**config.mk**
```make
export PLATFORM = sky130hd
export DESIGN_NAME = tens_stage_counter
export DESIGN_NICKNAME = d
export VERILOG_FILES = /design/src/rtl/counter_pkg.sv /design/src/rtl/seg7_decoder.sv /design/src/rtl/tens_stage_counter.sv
export SDC_FILE = /design/constraint.sdc
export NUM_CORES = 1
export LEC_CHECK = 0
export CORE_MARGIN = 2
export CORE_UTILIZATION = 37
export DETAILED_ROUTE_END_ITERATION = 8
export GPL_TIMING_DRIVEN = 1
export PLACE_DENSITY = 0.81
export SYNTH_ARGS = -nofsm -noshare
export SYNTH_HDL_FRONTEND = slang
export SYNTH_SLANG_ARGS = --single-unit
```
**constraint.sdc**
```tcl
create_clock -name clk -period 1.2 [get_ports clk]
set_clock_uncertainty 0.1 [all_clocks]
set_input_delay 0.36 -clock clk [delete_from_list [all_inputs] [get_ports clk]]
set_output_delay 0.36 -clock clk [all_outputs]
set_load 0.01 [all_outputs]
```
**src/rtl/counter_pkg.sv**
```systemverilog
// Shared types and constants for the tens-stage counter and its display helpers.
// Seven-segment patterns are active-low, bit order gfedcba.
package counter_pkg;

    localparam int BCD_W = 4;

    typedef enum logic {
        SNAP_IDLE  = 1'b0,
        SNAP_VALID = 1'b1
    } snap_state_t;

    localparam logic [6:0] SEG_BLANK = 7'b1111111;
    localparam logic [6:0] SEG7_0    = 7'b1000000;
    localparam logic [6:0] SEG7_1    = 7'b1111001;
    localparam logic [6:0] SEG7_2    = 7'b0100100;
    localparam logic [6:0] SEG7_3    = 7'b0110000;
    localparam logic [6:0] SEG7_4    = 7'b0011001;
    localparam logic [6:0] SEG7_5    = 7'b0010010;
    localparam logic [6:0] SEG7_6    = 7'b0000010;
    localparam logic [6:0] SEG7_7    = 7'b1111000;
    localparam logic [6:0] SEG7_8    = 7'b0000000;
    localparam logic [6:0] SEG7_9    = 7'b0010000;

endpackage

```
**src/rtl/seg7_decoder.sv**
```systemverilog
// Combinational BCD digit to active-low gfedcba seven-segment pattern.
// Non-decimal codes blank the display.
module seg7_decoder
    import counter_pkg::*;
(
    input  logic [BCD_W-1:0] digit,
    output logic [6:0]       seg_n
);

    always_comb begin
        seg_n = SEG_BLANK;
        case (digit)
            4'd0: seg_n = SEG7_0;
            4'd1: seg_n = SEG7_1;
            4'd2: seg_n = SEG7_2;
            4'd3: seg_n = SEG7_3;
            4'd4: seg_n = SEG7_4;
            4'd5: seg_n = SEG7_5;
            4'd6: seg_n = SEG7_6;
            4'd7: seg_n = SEG7_7;
            4'd8: seg_n = SEG7_8;
            4'd9: seg_n = SEG7_9;
            default: seg_n = SEG_BLANK;
        endcase
    end

endmodule

```
**src/rtl/tens_stage_counter.sv**
```systemverilog
// Tens BCD digit driven by the units-stage carry, with a snapshot handshake port.
// Define TENS_STAGE_SEG7_EN to add the registered seven-segment output seg_n.
module tens_stage_counter
    import counter_pkg::*;
#(
    parameter int MODULUS = 10
) (
    input  logic                 clk,
    input  logic                 rst,
    input  logic                 carry_in,
    input  logic [BCD_W-1:0]     units_in,
    input  logic                 clear,
    input  logic                 snap_req,
    input  logic                 snap_ack,
    output logic [BCD_W-1:0]     tens,
    output logic                 carry_out,
    output logic                 snap_valid,
    output logic [2*BCD_W-1:0]   snap_value
`ifdef TENS_STAGE_SEG7_EN
    ,
    output logic [6:0]           seg_n
`endif
);

    localparam logic [BCD_W-1:0] TENS_LAST = BCD_W'(MODULUS - 1);

    logic        carry_q;
    logic        inc;
    snap_state_t state;

    // Resetting carry_q high keeps a carry level present at reset release from counting.
    assign inc = carry_in & ~carry_q;

    always_ff @(posedge clk) begin
        if (rst) begin
            carry_q   <= 1'b1;
            tens      <= '0;
            carry_out <= 1'b0;
        end else begin
            carry_q <= carry_in;
            if (clear) begin
                tens      <= '0;
                carry_out <= 1'b0;
            end else if (inc && (tens == TENS_LAST)) begin
                tens      <= '0;
                carry_out <= 1'b1;
            end else if (inc) begin
                tens      <= tens + 1'b1;
                carry_out <= 1'b0;
            end else begin
                carry_out <= 1'b0;
            end
        end
    end

    // Snapshot handshake: snap_req in IDLE captures {tens, units_in} on that edge and
    // raises snap_valid; the value stays frozen until snap_ack is seen while valid.
    // snap_ack in IDLE and snap_req while valid are ignored.
    always_ff @(posedge clk) begin
        if (rst) begin
            state      <= SNAP_IDLE;
            snap_valid <= 1'b0;
            snap_value <= '0;
        end else begin
            case (state)
                SNAP_IDLE: begin
                    if (snap_req) begin
                        state      <= SNAP_VALID;
                        snap_valid <= 1'b1;
                        snap_value <= {tens, units_in};
                    end
                end
                SNAP_VALID: begin
                    if (snap_ack) begin
                        state      <= SNAP_IDLE;
                        snap_valid <= 1'b0;
                    end
                end
                default: begin
                    state      <= SNAP_IDLE;
                    snap_valid <= 1'b0;
                end
            endcase
        end
    end

`ifdef TENS_STAGE_SEG7_EN
    logic [6:0] seg_next;

    seg7_decoder u_seg7 (
        .digit (tens),
        .seg_n (seg_next)
    );

    always_ff @(posedge clk) begin
        if (rst) begin
            seg_n <= SEG7_0;
        end else begin
            seg_n <= seg_next;
        end
    end
`endif

endmodule

```
After elaboration in Yosys (flattened, before gate mapping)
Cells that the tools add are included.
{"block": "word_totals", "reg_bits": 16, "input_bits": 10, "out_inout_bits": 14, "elab_cells": 25}
{"block": "op_classes", "addsub": 1, "eq_ne": 3, "muxes": 7, "bitwise": 3, "reduce_logical": 5}
{"operator": "$mux W1", "count": 5}
{"operator": "$add A4 B1 Y4 const B", "count": 1}
{"operator": "$eq A4 B4 Y1 const B", "count": 1}
{"operator": "$ne A2 B2 Y1 const B", "count": 2}
{"operator": "$pmux W1 S2", "count": 2}
{"operator": "$reduce_and A2 Y1", "count": 2}
{"operator": "$reduce_or A3 Y1", "count": 1}
{"operator": "$not A1 Y1", "count": 2}
{"operator": "$reduce_or A2 Y1", "count": 1}
{"operator": "$and A1 B1 Y1", "count": 1}
{"operator": "$logic_and A1 B1 Y1", "count": 1}

Depth between registers and ports, before layout
{"block": "depth", "depth_word": 4, "ltp_mapped": 5, "ltp_nobuf": 5}

Worst setup path before layout
OpenSTA, ideal clock, no wires.
{"block": "synth_timing", "path_type": "reg-to-reg", "startpoint": "register tens[1]", "endpoint": "register tens[1]", "setup_time_ps": 79, "arrival_time_ps": 1046, "required_ps": 1021, "setup_slack_ps": -25, "path_stages_with_launch": 6, "path_buffers": 0, "period_less_slack_ps": 1225, "path_cell_list": "dfxtp_1 > inv_1 > ha_1 > nand4b_1 > o21ai_2 > a211oi_2"}
{"block": "synth_via", "elab_chain_cells": 3, "word_cells_on_any_way": 4, "classes_between": "add/sub (1); eq/ne (1); reduce/logical (2)"}
{"element": "from (decl)", "line": "tens_stage_counter.sv:15", "rtl": "output logic [BCD_W-1:0] tens,"}
{"element": "from (signal assigned)", "line": "tens_stage_counter.sv:48", "rtl": "tens <= tens + 1'b1;"}
{"element": "branches (longest 3 deep; another with $add A4 B1 Y4)"}
Several ways; the timed one is not identified.
A chain may end at the register's enable or synchronous reset.

Worst setup path after layout
{"block": "layout_timing", "startpoint": "register tens[1]", "endpoint": "register carry_out"}
{"block": "layout_via", "elab_chain_cells": 3}
{"element": "$eq A4 B4 Y1", "line": "tens_stage_counter.sv:44", "rtl": "end else if (inc && (tens == TENS_LAST)) begin"}
{"element": "$logic_and A1 B1 Y1", "line": "tens_stage_counter.sv:44"}
{"element": "$mux W1", "line": "tens_stage_counter.sv:44"}
{"element": "to (signal assigned)", "line": "tens_stage_counter.sv:43", "rtl": "carry_out <= 1'b0;"}
{"element": "to (signal assigned)", "line": "tens_stage_counter.sv:46", "rtl": "carry_out <= 1'b1;"}
{"element": "to (signal assigned)", "line": "tens_stage_counter.sv:49", "rtl": "carry_out <= 1'b0;"}
{"element": "to (decl)", "line": "tens_stage_counter.sv:16", "rtl": "output logic carry_out,"}
No other way between the ends.

==> results.md <==
- Status: finished with violations
- Violations in the final reports: design-rule violations, negative setup slack
- Reg-to-reg slack, setup: -100 ps
- Post-Syn Instances: 71
- Share of synthesized area spent on multiplexers: 0.0159
- # diodes: 0
- Post-detailed-placement half-perimeter wirelength: just under 1000 µm
- Initial core utilization: 0.404
- Final count of negative-setup-slack endpoints: 11
- PnR Total Power: 1.09 mW
- Clock group share of total power: 0.333
- Slew of the pin with the lowest slew margin: ~180 ps
- Required @ worst endpoint: around 1300 ps
- Routed via count: 681
- Number of buffers on the longest clock path: 2
- Period minus WS final: approximately 1300 ps
- Worst min-delay path class: reg -> reg
- Row count: 14
- Top library cells by usage in the layout, fill and taps aside: 17 x sky130_fd_sc_hd__nand2_1, 14 x sky130_fd_sc_hd__buf_6, 14 x sky130_fd_sc_hd__buf_4
- Post-route clock period utilization: 1.09
- Crit Path Class: reg -> reg
- Number of max-slew violations in the final report: 0
- Sequential cell area fraction in the yosys report: 0.509
- Post-Synth XOR/XNOR Area: 0.0278
- CTS H-tree lvls: 1
- Combined global-route utilization of all metal layers: 0.177
- Root buffer selected by CTS: sky130_fd_sc_hd__clkbuf_4
- Max-slew headroom at the worst pin: 0.873
- Sum of negative setup slack: -525 ps
- Synth Cell Area: between 600 and 700 µm²
- Final count of hold timing violations: 0
- Arrival time worst endpoint: 1410 ps
- Critical-path maximum fanout: 3
- Die ar.: between 0.002 and 0.0025 mm²
- Fin Hold WS: approximately 370 ps
- Sink Count: 16
- Power share of the sequential group: 0.521
- WL per Instance: between 15 and 20 µm
- Critical Path Max Stage Delay: 340 ps
- Worst-case setup margin in the final layout: -105 ps
- Initial antenna violation count: 0
- Commonest non-fill, non-tap cell in the layout: sky130_fd_sc_hd__nand2_1
- Number of input and output port buffers inserted: 23
- Count of different cell masters after synthesis: 23
- Startpoint type of the worst setup path: flop
- Switching power share of the total: 0.238
- Largest net degree at the start of global routing: 12
- Peak supply drop: 0.624 mV
- Post-detailed-routing wire length: 1930 µm
- Reg2reg path depth: 6
- Die span in y: 45.2 µm
- Max-cap check violation count: 0
- Type of element capturing the critical path: flop
- Area fraction in and, or, nand and nor cells after synthesis: 0.243
- Number of CTS-inserted buffers: 3
- Final net count: approximately 130
- Signed area change from the synthesized netlist to the final layout: 73.6%
- Number of primary I/O pins: 24
- Via count of the first global-routing pass: between 600 and 700
- Clock Pin Slew Worst Setup and Hold Paths: 100 ps
- Total core area: around 0.0016 mm²
- First-pass GRT wire length: roughly 2600 µm
- RePlAce Congestion: around 0.75
- Highest Clock Rate: 766 MHz
- Initial DRC count: 11
- Fraction of layout cells with a size suffix above 1: 0.518
- Critical path, cell by cell: buf_6 -> inv_4 -> ha_4 -> nand4b_1 -> buf_4 -> nor4_4
- Post-route ant nets: 0
- Number of cells on the worst hold path: 2
- Master of the slowest instance on the critical path: sky130_fd_sc_hd__dfxtp_2
- Adder-cell share of the synthesized area: 0.0398
- Net switching power: approximately 0.26 mW
- Unrepaired setup endpoints after global routing: yes
- Average vias per placed instance: 5.32
- Nets in the synthesized netlist: 83
- Post-detailed-route DRC marker count: 1
- Synth Area in Compound Gates: 0.127
- Part of the power in combinational logic: 0.147
- Total internal power: a little over 0.8 mW
- GRT overflow: 0
- TritonCTS clock tree: built
- Total of flip-flops plus latches after synthesis: 16
- Largest family of logic cells by synthesized area: simple AND/OR/NAND/NOR gates
- Syn avg cell area: 8.86 µm²
- Clock latency at the later pin of the worst-skew pair: around 290 ps
- Areal power density over the cells: a little under 1000 mW/mm²
- Width of the die: around 45 µm
- Synthesis warning total: 0
- Total leakage power: roughly 0.46 nW
- Worst slack at placement: -397 ps
- Detailed Routing Iterations Pass 1: 6
- Cts hold-fix bufs: 0
==> power groups by stage <==
| stage | combinational [mW] | sequential [mW] | clock (mW) |
|---|---|---|---|
| 4_1_cts | 0.146 | 0.563 | 0.357 |
| 2_1_floorplan | 0.0524 | 0.577 | 0 |
| 6_report | 0.159 | 0.565 | 0.361 |
| 3_3_place_gp | 0.136 | 0.570 | 0 |
| 3_5_place_dp | 0.138 | 0.570 | 0 |
| 5_1_grt | 0.171 | 0.568 | 0.399 |
==> cell type report <==
type	instances	area, µm²
Clock buffer	4	36.3
Timing Repair Buffer	40	365
Tap cell	16	20.0
Multi-Input combinational cell	51	328
Inverter	1	6.26
Fill cell	105	467
Sequential cell	16	337
==> cell families (layout without fill, tap and decap cells) <==
kind of cell    count (synthesis)  after routing
compound gates                 13             13
simple gates                   33             33
flops                          16             16
fa+ha+maj                       2              2
xor+xnor                        2              2
mux                             1              1
buf+inv                         4             45
==> state kept, by name (all words and copies together), names as in the netlist <==
signal      count
tens            4
carry_q         1
snap_value      8
carry_out       1
state           1
snap_valid      1
==> critical path: cells and delay by family, from the launching register on <==
family	cells	cell delay (ps)
buf+inv	3	360
flops	1	340
simple gates	2	300
fa+ha+maj	1	110
==> metrics by stage <==
stage                     std cells  utilization  instance area, µm²
after floorplan                  71            -                 632
after global placement          116        0.596                 930
after detailed placement        116        0.596                 930
after CTS                       125        0.665                1040
after global routing            128        0.701                1090
final                           128        0.701                1090
==> what timing repair did <==
| item | CTS | global route |
|---|---|---|
| endpoints found under the setup margin | 27 | 19 |
| resized for setup | 88 | 5 |
| pin swaps | 8 | 4 |
| setup buffers | 5 | 3 |
==> per-layer routing <==
metal  wire length [µm]  vias up  track usage  part of all wire
met1                744      328        0.188              0.39
met5                  0        -            0                 0
met2               1040       29        0.317              0.54
met4                 53        0       0.0824             0.027
met3                 97        6       0.0520             0.050
li1                   -      318            -                 -
==> synth_stat cells <==
cell type	number	area, µm²
sky130_fd_sc_hd__buf_4	2	15.0
sky130_fd_sc_hd__nand2_1	17	63.8
sky130_fd_sc_hd__inv_1	1	3.75
sky130_fd_sc_hd__nand4b_1	1	8.76
sky130_fd_sc_hd__or2_2	1	6.26
sky130_fd_sc_hd__a211oi_2	1	12.5
sky130_fd_sc_hd__mux2i_1	1	10.0
sky130_fd_sc_hd__o221ai_1	1	8.76
sky130_fd_sc_hd__nand2b_1	1	6.26
sky130_fd_sc_hd__nand3b_1	2	15.0
sky130_fd_sc_hd__o21ai_0	1	5.00
sky130_fd_sc_hd__nor4_1	1	6.26
sky130_fd_sc_hd__ha_1	2	25.0
sky130_fd_sc_hd__and2b_2	1	8.76
sky130_fd_sc_hd__a21oi_1	9	45.0
sky130_fd_sc_hd__xnor2_1	1	8.76
sky130_fd_sc_hd__buf_2	1	5.00
sky130_fd_sc_hd__nand3_1	1	5.00
sky130_fd_sc_hd__xor2_1	1	8.76
sky130_fd_sc_hd__nor2b_1	1	6.26
sky130_fd_sc_hd__nor2_1	7	26.3
sky130_fd_sc_hd__o21ai_2	1	8.76
sky130_fd_sc_hd__dfxtp_1	16	320
==> path summary, 6_finish.rpt <==
kind	startpoint	end
max	tens[1]	carry_out
min	snap_value[2]	snap_value[2]
max reg2reg	tens[1]	carry_out
min reg2reg	snap_value[2]	snap_value[2]
(Power assumes the default switching activity.)
